**src/rtl/ahb2apb_bus_arb_pkg.sv**
```systemverilog
// ahb2apb_bus_arb_pkg: constants and helpers for the bridge's AHB bus arbiter.
// Revision: 1.0
`default_nettype none

package ahb2apb_bus_arb_pkg;

  localparam int TENURE_W    = 8;
  localparam int MAX_MASTERS = 8;

  function automatic logic [TENURE_W-1:0] sat_inc(
    input logic [TENURE_W-1:0] value,
    input logic [TENURE_W-1:0] limit
  );
    return (value >= limit) ? value : value + 1'b1;
  endfunction

endpackage

`default_nettype wire

```
**src/rtl/ahb_names_pkg.sv**
```systemverilog
// ahb_names_pkg: shared AHB signal encodings used across the ahb2apb bridge.
`default_nettype none

package ahb_names_pkg;

  typedef enum logic [1:0] {
    HTRANS_IDLE   = 2'b00,
    HTRANS_BUSY   = 2'b01,
    HTRANS_NONSEQ = 2'b10,
    HTRANS_SEQ    = 2'b11
  } htrans_e;

endpackage

`default_nettype wire

```
**src/rtl/ahb2apb_bus_arb_rr_pick.sv**
```systemverilog
// rr_pick: combinational round-robin selector; searches last+1, last+2, ...
// modulo N with last itself checked final.
`default_nettype none

module rr_pick #(
  parameter int N = 4,
  localparam int MIDX = $clog2(N)
) (
  input  logic [N-1:0]    req,
  input  logic [MIDX-1:0] last,
  output logic [MIDX-1:0] next_idx,
  output logic            valid
);

  int cand;

  always_comb begin
    next_idx = '0;
    valid    = 1'b0;
    cand     = 0;
    for (int k = 1; k <= N; k++) begin
      cand = int'(last) + k;
      if (cand >= N) cand = cand - N;
      if (!valid && req[MIDX'(cand)]) begin
        valid    = 1'b1;
        next_idx = MIDX'(cand);
      end
    end
  end

endmodule

`default_nettype wire

```
**src/rtl/ahb2apb_bus_arb.sv**
```systemverilog
// ahb2apb_bus_arb: round-robin AHB arbiter with tenure limit and lock support
// in front of the ahb2apb bridge slave port.
`default_nettype none

module ahb2apb_bus_arb
  import ahb_names_pkg::*;
  import ahb2apb_bus_arb_pkg::*;
#(
  parameter int NMASTER    = 4,
  parameter int MAX_TENURE = 16,
  localparam int MIDX = $clog2(NMASTER)
) (
  input  logic               clk,
  input  logic               reset,
  input  logic [NMASTER-1:0] hbusreq,
  input  logic [NMASTER-1:0] hlock,
  input  logic [1:0]         htrans,
  input  logic               hready,
  output logic [NMASTER-1:0] hgrant,
  output logic [MIDX-1:0]    hmaster,
  output logic               hmastlock
);

  logic [MIDX-1:0]     gnt_idx;
  logic [MIDX-1:0]     new_gnt;
  logic [MIDX-1:0]     pick_idx;
  logic                pick_valid;
  logic [TENURE_W-1:0] tenure;
  logic                expired;
  logic                other_req;
  logic                ap;

  rr_pick #(.N(NMASTER)) u_rr_pick (
    .req      (hbusreq),
    .last     (gnt_idx),
    .next_idx (pick_idx),
    .valid    (pick_valid)
  );

  always_comb begin
    hgrant          = '0;
    hgrant[gnt_idx] = 1'b1;
  end

  assign other_req = |(hbusreq & ~hgrant);
  assign expired   = (tenure == TENURE_W'(MAX_TENURE));

  // A burst is never broken in the middle of its SEQ beats, even when expired.
  always_comb begin
    ap = hready && !hlock[gnt_idx] &&
         (!hbusreq[gnt_idx] || (htrans == HTRANS_IDLE) ||
          (expired && (htrans != HTRANS_SEQ)));
    new_gnt = gnt_idx;
    if (ap) new_gnt = pick_valid ? pick_idx : '0;
  end

  always_ff @(posedge clk) begin
    if (reset) begin
      gnt_idx   <= '0;
      tenure    <= '0;
      hmaster   <= '0;
      hmastlock <= 1'b0;
    end else if (hready) begin
      gnt_idx   <= new_gnt;
      hmaster   <= gnt_idx;
      hmastlock <= hlock[gnt_idx];
      if (new_gnt != gnt_idx)
        tenure <= '0;
      else if (other_req)
        tenure <= sat_inc(tenure, TENURE_W'(MAX_TENURE));
    end
  end

endmodule

`default_nettype wire

```
**config.mk**
```make
export PLATFORM = sky130hd
export DESIGN_NAME = ahb2apb_bus_arb
export DESIGN_NICKNAME = d
export VERILOG_FILES = /design/src/rtl/ahb2apb_bus_arb_pkg.sv /design/src/rtl/ahb_names_pkg.sv /design/src/rtl/ahb2apb_bus_arb_rr_pick.sv /design/src/rtl/ahb2apb_bus_arb.sv
export SDC_FILE = /design/constraint.sdc
export NUM_CORES = 1
export LEC_CHECK = 0
export ABC_AREA = 0
export CORE_MARGIN = 4
export CORE_UTILIZATION = 47
export CTS_BUF_LIST = sky130_fd_sc_hd__clkbuf_8
export DETAILED_ROUTE_END_ITERATION = 8
export PLACE_DENSITY = 0.82
export SKIP_CTS_REPAIR_TIMING = 1
export SYNTH_ARGS = -nofsm -noshare
export SYNTH_HDL_FRONTEND = slang
export SYNTH_SLANG_ARGS = --single-unit
export TNS_END_PERCENT = 100
```
**constraint.sdc**
```tcl
create_clock -name clk -period 2.5 [get_ports clk]
set_clock_uncertainty 0.05 [all_clocks]
set_input_delay 0.25 -clock clk [delete_from_list [all_inputs] [get_ports clk]]
set_output_delay 0.25 -clock clk [all_outputs]
set_load 0.01 [all_outputs]
```
# Word-level counts from Yosys, hierarchy flattened
# Index checks and enable logic that the tools add are counted.
# Widths: inputs -> output; s select.
[totals]
reg_bits = 13
latchBits = 0
ramBits = 0
mem_bits_ro = 0
input_bits = 13
output_inout_bits = 7
wordCells = 83
n_memories = 0
[op_classes]
n_addsub = 9
n_mul = 0
div_mod_pow = 0
n_lt_le_gt_ge = 11
eq_ne = 4
shift = 0
muxes = 35
bitwise_logic = 2
reduce_logical = 18
[ops]
columns = ["cell", "count"]
rows = [
  ["$mux 8", 3],
  ["$mux 2", 10],
  ["$lt 2x4->1 const B", 4],
  ["$mux 1", 15],
  ["$bmux 1 s2", 6],
  ["$ge 3x3->1 const B", 3],
  ["$add 8x1->8 const B", 1],
  ["$eq 8x5->1 const B", 1],
  ["$ge 8x5->1 const B", 1],
  ["$sub 2x1->2 const B", 4],
  ["$logic_and 1x1->1", 7],
  ["$add 2x2->3 const B", 2],
  ["$logic_not 1->1", 5],
  ["$add 2x3->4 const B", 1],
  ["$and 4x4->4", 1],
  ["$ge 4x3->1 const B", 1],
  ["$ne 2x2->1 const B", 2],
  ["$not 4->4", 1],
  ["$reduce_or 4->1", 1],
  ["$add 2x1->3 const B", 1],
  ["$lt 2x3->1 const B", 1],
  ["$reduce_and 3->1", 1],
  ["$demux 1 s2", 1],
  ["$ge 2x1->1 const B", 1],
  ["4 further kinds", 5],
]

# Longest topological paths before layout
# Gate-level depths: netlist of run 1.
[depth]
depth_word = 21
mapped_depth = 8
ltp_nobuf = 7

# By module
# A second synthesis of run 1 with hierarchy kept.
[unflattened]
hier_cells = 98
area_unflattened_um2 = 888.4
[modules_own_cells]
columns = ["module", "n_inst", "cells_each", "area_each_um2", "seq_area_each_um2"]
rows = [
  ["ahb2apb_bus_arb", 1, 84, 797.0, 260.2],
  ["rr_pick", 1, 14, 91.3, 0.0],
]

# Worst setup path after synthesis of run 1
# OpenSTA, ideal clock, no wires.
[synth_timing]
path_type = "reg-to-reg"
from = "register gnt_idx[1]"
to = "register tenure[5]"
setup_time_ps = 140
arrival_ps = 2424
required_ps = 2310
path_slack_ps = -114
path_stages_with_launch = 9
n_path_buf = 1
period_less_slack_ps = 2614
path_cell_list = "dfxtp_1 -> buf_6 -> inv_1 -> ha_1 -> and2_1 -> o32a_1 -> nand2b_2 -> a2111oi_4 -> nor4b_1"
[synth_via]
elab_chain_len = 21
elab_cells_between_ends = 67
classes_between = "add/sub (8); order compare (6); eq/ne (2); mux (33); bitwise (2); reduce/logical (16)"
[synth_rtl]
columns = ["element", "line", "source"]
rows = [
  ["start: declaration", "ahb2apb_bus_arb.sv:24", "logic [MIDX-1:0] gnt_idx;"],
  ["start signal: assignment", "ahb2apb_bus_arb.sv:64", "gnt_idx <= new_gnt;"],
  ["$add 2x1->3", "ahb2apb_bus_arb_rr_pick.sv:22", "cand = int'(last) + k;"],
  ["$ge 3x3->1 / $sub 2x1->2 (equally long branches)", "ahb2apb_bus_arb_rr_pick.sv:23", "if (cand >= N) cand = cand - N;"],
  ["$mux 2", "ahb2apb_bus_arb_rr_pick.sv:23", ""],
  ["$bmux 1 s2", "ahb2apb_bus_arb_rr_pick.sv:24", "if (!valid && req[MIDX'(cand)]) begin"],
  ["$mux 1 (implied by the code) (2 in series)", "ahb2apb_bus_arb_rr_pick.sv:24", ""],
  ["$mux 1", "ahb2apb_bus_arb_rr_pick.sv:24", ""],
  ["$logic_not 1->1", "ahb2apb_bus_arb_rr_pick.sv:24", ""],
  ["$logic_and 1x1->1", "ahb2apb_bus_arb_rr_pick.sv:24", ""],
  ["(+3 left out)", "--", ""],
  ["$mux 1", "ahb2apb_bus_arb_rr_pick.sv:24", ""],
  ["$logic_not 1->1", "ahb2apb_bus_arb_rr_pick.sv:24", ""],
  ["$logic_and 1x1->1", "ahb2apb_bus_arb_rr_pick.sv:24", ""],
  ["$mux 2 / $mux 1 (equally long branches)", "ahb2apb_bus_arb_rr_pick.sv:24", ""],
  ["$mux 2 (2 in series)", "ahb2apb_bus_arb.sv:54", "if (ap) new_gnt = pick_valid ? pick_idx : '0;"],
  ["$ne 2x2->1", "ahb2apb_bus_arb.sv:67", "if (new_gnt != gnt_idx)"],
  ["$ne 2x2->1 (no source line) / $reduce_bool 2->1 (equally long branches)", "--", ""],
  ["$reduce_and 3->1 (no source line)", "--", ""],
  ["end signal: assignment", "ahb2apb_bus_arb.sv:70", "tenure <= sat_inc(tenure, TENURE_W'(MAX_TENURE));"],
  ["end: declaration", "ahb2apb_bus_arb.sv:28", "logic [TENURE_W-1:0] tenure;"],
]
# Several ways; a longest one is shown, not always the timed one. The select of a mux whose other input is x is not followed.
# A chain may end at the register's enable or synchronous reset.

# Worst setup path in the final report of run 1
[layout_timing]
from = "input hbusreq[3]"
to = "register tenure[6]"
[layout_via]
elab_chain_len = 18
elab_cells_between_ends = 41
classes_between = "eq/ne (2); mux (25); bitwise (1); reduce/logical (13)"
[layout_rtl]
columns = ["element", "line", "source"]
rows = [
  ["start: declaration", "ahb2apb_bus_arb.sv:15", "input logic [NMASTER-1:0] hbusreq,"],
  ["$bmux 1 s2", "ahb2apb_bus_arb_rr_pick.sv:24", ""],
  ["$mux 1 (implied by the code) (2 in series)", "ahb2apb_bus_arb_rr_pick.sv:24", ""],
  ["$mux 1", "ahb2apb_bus_arb_rr_pick.sv:24", ""],
  ["$logic_not 1->1", "ahb2apb_bus_arb_rr_pick.sv:24", ""],
  ["$logic_and 1x1->1", "ahb2apb_bus_arb_rr_pick.sv:24", ""],
  ["$mux 1", "ahb2apb_bus_arb_rr_pick.sv:24", ""],
  ["$logic_not 1->1", "ahb2apb_bus_arb_rr_pick.sv:24", ""],
  ["$logic_and 1x1->1", "ahb2apb_bus_arb_rr_pick.sv:24", ""],
  ["$mux 1", "ahb2apb_bus_arb_rr_pick.sv:24", ""],
  ["$logic_not 1->1", "ahb2apb_bus_arb_rr_pick.sv:24", ""],
  ["$logic_and 1x1->1", "ahb2apb_bus_arb_rr_pick.sv:24", ""],
  ["$mux 2 / $mux 1 (equally long branches)", "ahb2apb_bus_arb_rr_pick.sv:24", ""],
  ["$mux 2 (2 in series)", "ahb2apb_bus_arb.sv:54", ""],
  ["$ne 2x2->1", "ahb2apb_bus_arb.sv:67", ""],
  ["$ne 2x2->1 (no source line) / $reduce_bool 2->1 (equally long branches)", "--", ""],
  ["$reduce_and 3->1 (no source line)", "--", ""],
]
# Several ways; a longest one is shown, not always the timed one. The select of a mux whose other input is x is not followed.

==> summary by stage, run 1 <==
Power
IR analysis of the VDD net gives a maximum drop of 0.3689 mV. For this design the ratio of total power to cell area is 468.3 mW/mm^2. In this run the static leakage power is between 0.5 and 0.6 nW.

Timing
The highest clock rate is roughly 430 MHz. Setup violations remaining at the end of the flow were counted as 0. The number of slew-limit violations in the final report is 0. At the pin with the least slew margin, the transition time is ~0.54 ns. Hold is met by roughly 0.42 ns. Once routing completed, OpenROAD measured the worst setup slack at 0.1717 ns. The final-report hold violation count is 0. The time the final worst path needs with I/O delays and setup is 2.328 ns.

The post-route clock period utilization is between 90% and 100%. Setup repair after global routing left no endpoint under its margin. In this run the tightest slew margin relative to its limit is between 60% and 70%.

Worst setup path
Traced cell by cell, the critical path runs through clkdlybuf4s50_1 -> or3b_1 -> a2111o_1 -> a21oi_4 -> a2111oi_4 -> buf_4 -> nor4b_1. The worst setup path is launched from an input port. The first element of the critical path is hbusreq[3]. The worst path arrival time is 2.42 ns.

The number of cells on the worst reg-to-reg path is 8. The path length in cells of the critical path is 7. The worst flop-to-flop path endpoint is tenure[6]. The critical path contains buffers and inverters numbering 2 combined. The end point of the critical path is tenure[6]. The slowest stage of the critical path belongs to the cell clkdlybuf4s50_1. The data required time at the worst endpoint is between 2 and 3 ns. STA classifies the critical path endpoint as a flop. In this design, the stage delay of the slowest critical-path cell is around 0.57 ns. The top fanout value on the critical path is 10. Broken down by cell family, the worst path's largest delay share belongs to buffers and inverters. The class of the most critical setup path is input port to flop.

The worst register-to-register path has a setup slack of around 0.18 ns. The startpoint of the worst-slack reg-to-reg timing path is gnt_idx[0].

Finish
The share of cells above drive strength 1 is ~17%. For this run, the post-layout net count is 149. The area of all placed cells without fillers is roughly 0.0013 mm^2. The antenna diode count is 0.

Compared with the post-synthesis result, the final layout area differs by 27.32%.

Synth
The fraction of registers with async set/reset is 0%. The number of unique standard cell types used by synthesis is 51. The synthesized design devotes to its leading area cell type roughly a quarter of total area. The mean instance size in the synthesized netlist is slightly below 10 um^2. Counting flops and latches in the post-synthesis netlist gives 13.

The Yosys step of the flow raised 0 warnings. The largest total area in the synthesized netlist belongs to dfxtp_1. The most used flip-flop cell after synthesis is dfxtp_1. Of the synthesized area, sequential elements account for around a quarter.

Sorting the synthesized cells by area gives the leading types as dfxtp_1 (25%), ha_1 (7.3%), mux2i_1 (5.9%), mux4_2 (4.4%), nor4_1 (3.7%). The number of instances in the synthesized netlist is about 110. Yosys mapped a number of flops with a built-in enable equal to 0. After synthesis the cells add up to between 0.001 and 0.0015 mm^2. The net count after synthesis is 124.

Clock tree
The clock-pin slew on the worst setup and hold paths is 0.05 ns. CTS placed an instance of clkbuf_8 at the clock tree root. The number of buffers added by the clock tree synthesis step is 3. The CTS tree is yes. CTS saw 13 sinks. The largest buffer count on any clock path is 2.

CTS built an H-tree with a depth of 1. At the later pin of the worst-skew pair, clock insertion delay measures roughly 0.25 ns.

Place
The HPWL after detailed placement is roughly 1900 um. The weighted congestion reported at the end of routability-driven placement is 0.7880. OpenSTA, run right after detailed placement, puts the worst setup slack at -0.02499 ns. The number of port buffers is 19. Once placement finished, the instance area stood at around 0.0013 mm^2.

Hold path
The path class of the tightest hold or removal check is flop to flop. The instance count along the most critical hold path is 1. The start point of the worst min-delay path is tenure[7].

Floorplanning
The die is ~55 um wide. Pin placement for this block handled 20 I/O pins. The floorplan step defined a core boundary enclosing 0.002022 mm^2.

Once the floorplan was initialized, standard cells occupied around 51% of the core. The number of placement rows is 16. The die covers between 0.002 and 0.003 mm^2. The height of the die is 54.72 um.

Global routing
The maximum number of pins on one net before global-route repair is 16. Global routing finished with a remaining overflow of 0. The wire length of the first global-routing pass is a little over 4000 um. The number of global-route vias before repair is about 910. The global-route usage over all layers is 18.81%. The initial antenna violation count is 0.

Route
After detailed routing, the number of remaining DRC violations is 0. Across all layers, the routed design uses roughly 920 vias. The detail route stage leaves a number of antenna-violating nets equal to 0.

The first detailed-routing pass took 4 iterations. In this run, the number of DRC markers left after iteration 0 of detailed routing was 15. The sum of routed wire length over all layers is between 2000 and 2500 um.

After detailed routing, the average wire length per cell comes to 15.94 um. After detailed routing, the number of vias per cell comes to roughly 6.

Status
The run finished with clean final reports.

Job
Max-cap violations in this run came to 0.
## power breakdown
part | total (mW) | internal [mW] | switching (mW) | leakage (nW)
combinational | 0.206 | 0.103 | 0.102 | 0.368
clock | 0.183 | 0.108 | 0.0743 | 0.0269
sequential | 0.223 | 0.217 | 0.00628 | 0.106
## how the worst min path moves through the flow
stage / to / slack [ns]
global placement: tenure[6] / 0.41
global route: tenure[7] / 0.44
finish: tenure[7] / 0.42
floorplan: tenure[5] / 0.28
detailed placement: tenure[7] / 0.42
CTS: tenure[7] / 0.43
## per-layer routing
metal / global-route usage (%) / routed length [um]
met1: 24.18 / 1095
met2: 31.10 / 1196
met3: 5.450 / 182
met4: 3.320 / 13
met5: 0 / 0
## cells in the final DEF (no fill, tap or decap), types with 2 or more instances in the layout
| master | Yosys | final |
|---|---|---|
| nor2b_1 | 2 | 2 |
| mux4_2 | 2 | 2 |
| nand2_1 | 2 | 2 |
| or3_1 | 2 | 2 |
| dfxtp_1 | 13 | 12 |
| nor3b_1 | 4 | 4 |
| nand3b_1 | 2 | 2 |
| nand2b_1 | 4 | 4 |
| clkbuf_8 | 0 | 3 |
| a211oi_1 | 2 | 2 |
| and3_1 | 2 | 2 |
| nor4b_1 | 4 | 4 |
| inv_1 | 4 | 5 |
| xor2_1 | 2 | 2 |
| buf_4 | 2 | 8 |
| nor2_1 | 3 | 3 |
| nor4_1 | 6 | 6 |
| mux2i_1 | 6 | 6 |
| nor3_1 | 2 | 2 |
| clkdlybuf4s50_1 | 0 | 19 |
| nand3_1 | 2 | 2 |
| ha_1 | 6 | 6 |
## synth_stat cells, types with 2 or more instances
master / count
dfxtp_1: 13
ha_1: 6
mux2i_1: 6
nor4_1: 6
inv_1: 4
nand2b_1: 4
nor3b_1: 4
nor4b_1: 4
nor2_1: 3
a211oi_1: 2
and3_1: 2
buf_4: 2
buf_6: 2
clkbuf_1: 2
mux4_2: 2
nand2_1: 2
nand3_1: 2
nand3b_1: 2
nor2b_1: 2
nor3_1: 2
or3_1: 2
xor2_1: 2
## cell families (layout without fill, tap and decap cells)
group,after synthesis,count (layout),synth area share (%)
adders and majority gates,6,6,7.317
and+or+nand+nor,42,42,28.90
xor gates and xnor gates,3,3,2.561
buffers and inverters,12,36,6.950
AOI/OAI and AO/OA,20,20,17.56
DFF,13,13,25.37
muxes,9,9,11.34
## registers in the layout, summed over array words and instances (netlist names)
signal / count
gnt_idx: 2
hmastlock: 1
tenure: 8
hmaster: 2
## stage by stage
| stage | instances | TNS, ns | util (%) | total power, mW |
|---|---|---|---|---|
| 2_1_floorplan | 105 | 0 | - | 0.3655 |
| 3_3_place_gp | 151 | 0 | 62.00 | 0.4220 |
| 3_5_place_dp | 151 | -0.04574 | 62.00 | 0.4300 |
| 4_1_cts | 155 | 0 | 64.23 | 0.6117 |
| 5_1_grt | 156 | 0 | 64.60 | 0.6424 |
| 6_report | 156 | 0 | 64.60 | 0.6117 |
## layout make-up
class | instances | area, um^2
Multi-Input combinational cell | 80 | 694.4
Tap cell | 27 | 33.78
Fill cell | 164 | 715.7
Timing Repair Buffer | 27 | 250.2
Clock buffer | 3 | 41.29
Sequential cell | 13 | 261.5
Clock inverter | 1 | 3.754
Inverter | 5 | 21.27
(Power assumes the default switching activity.)
==> run 2, diff against run 1 <==
GPL_ROUTABILITY_DRIVEN = 0   (was not set)
==> results of run 2 <==
Same layout as run 1: the final DEF is identical, and so are final timing and power.
==> run 3, diff against run 2 <==
CTS_CLUSTER_DIAMETER = 60   (was not set)
==> results of run 3 <==
Same layout as run 1: the final DEF is identical, and so are final timing and power.
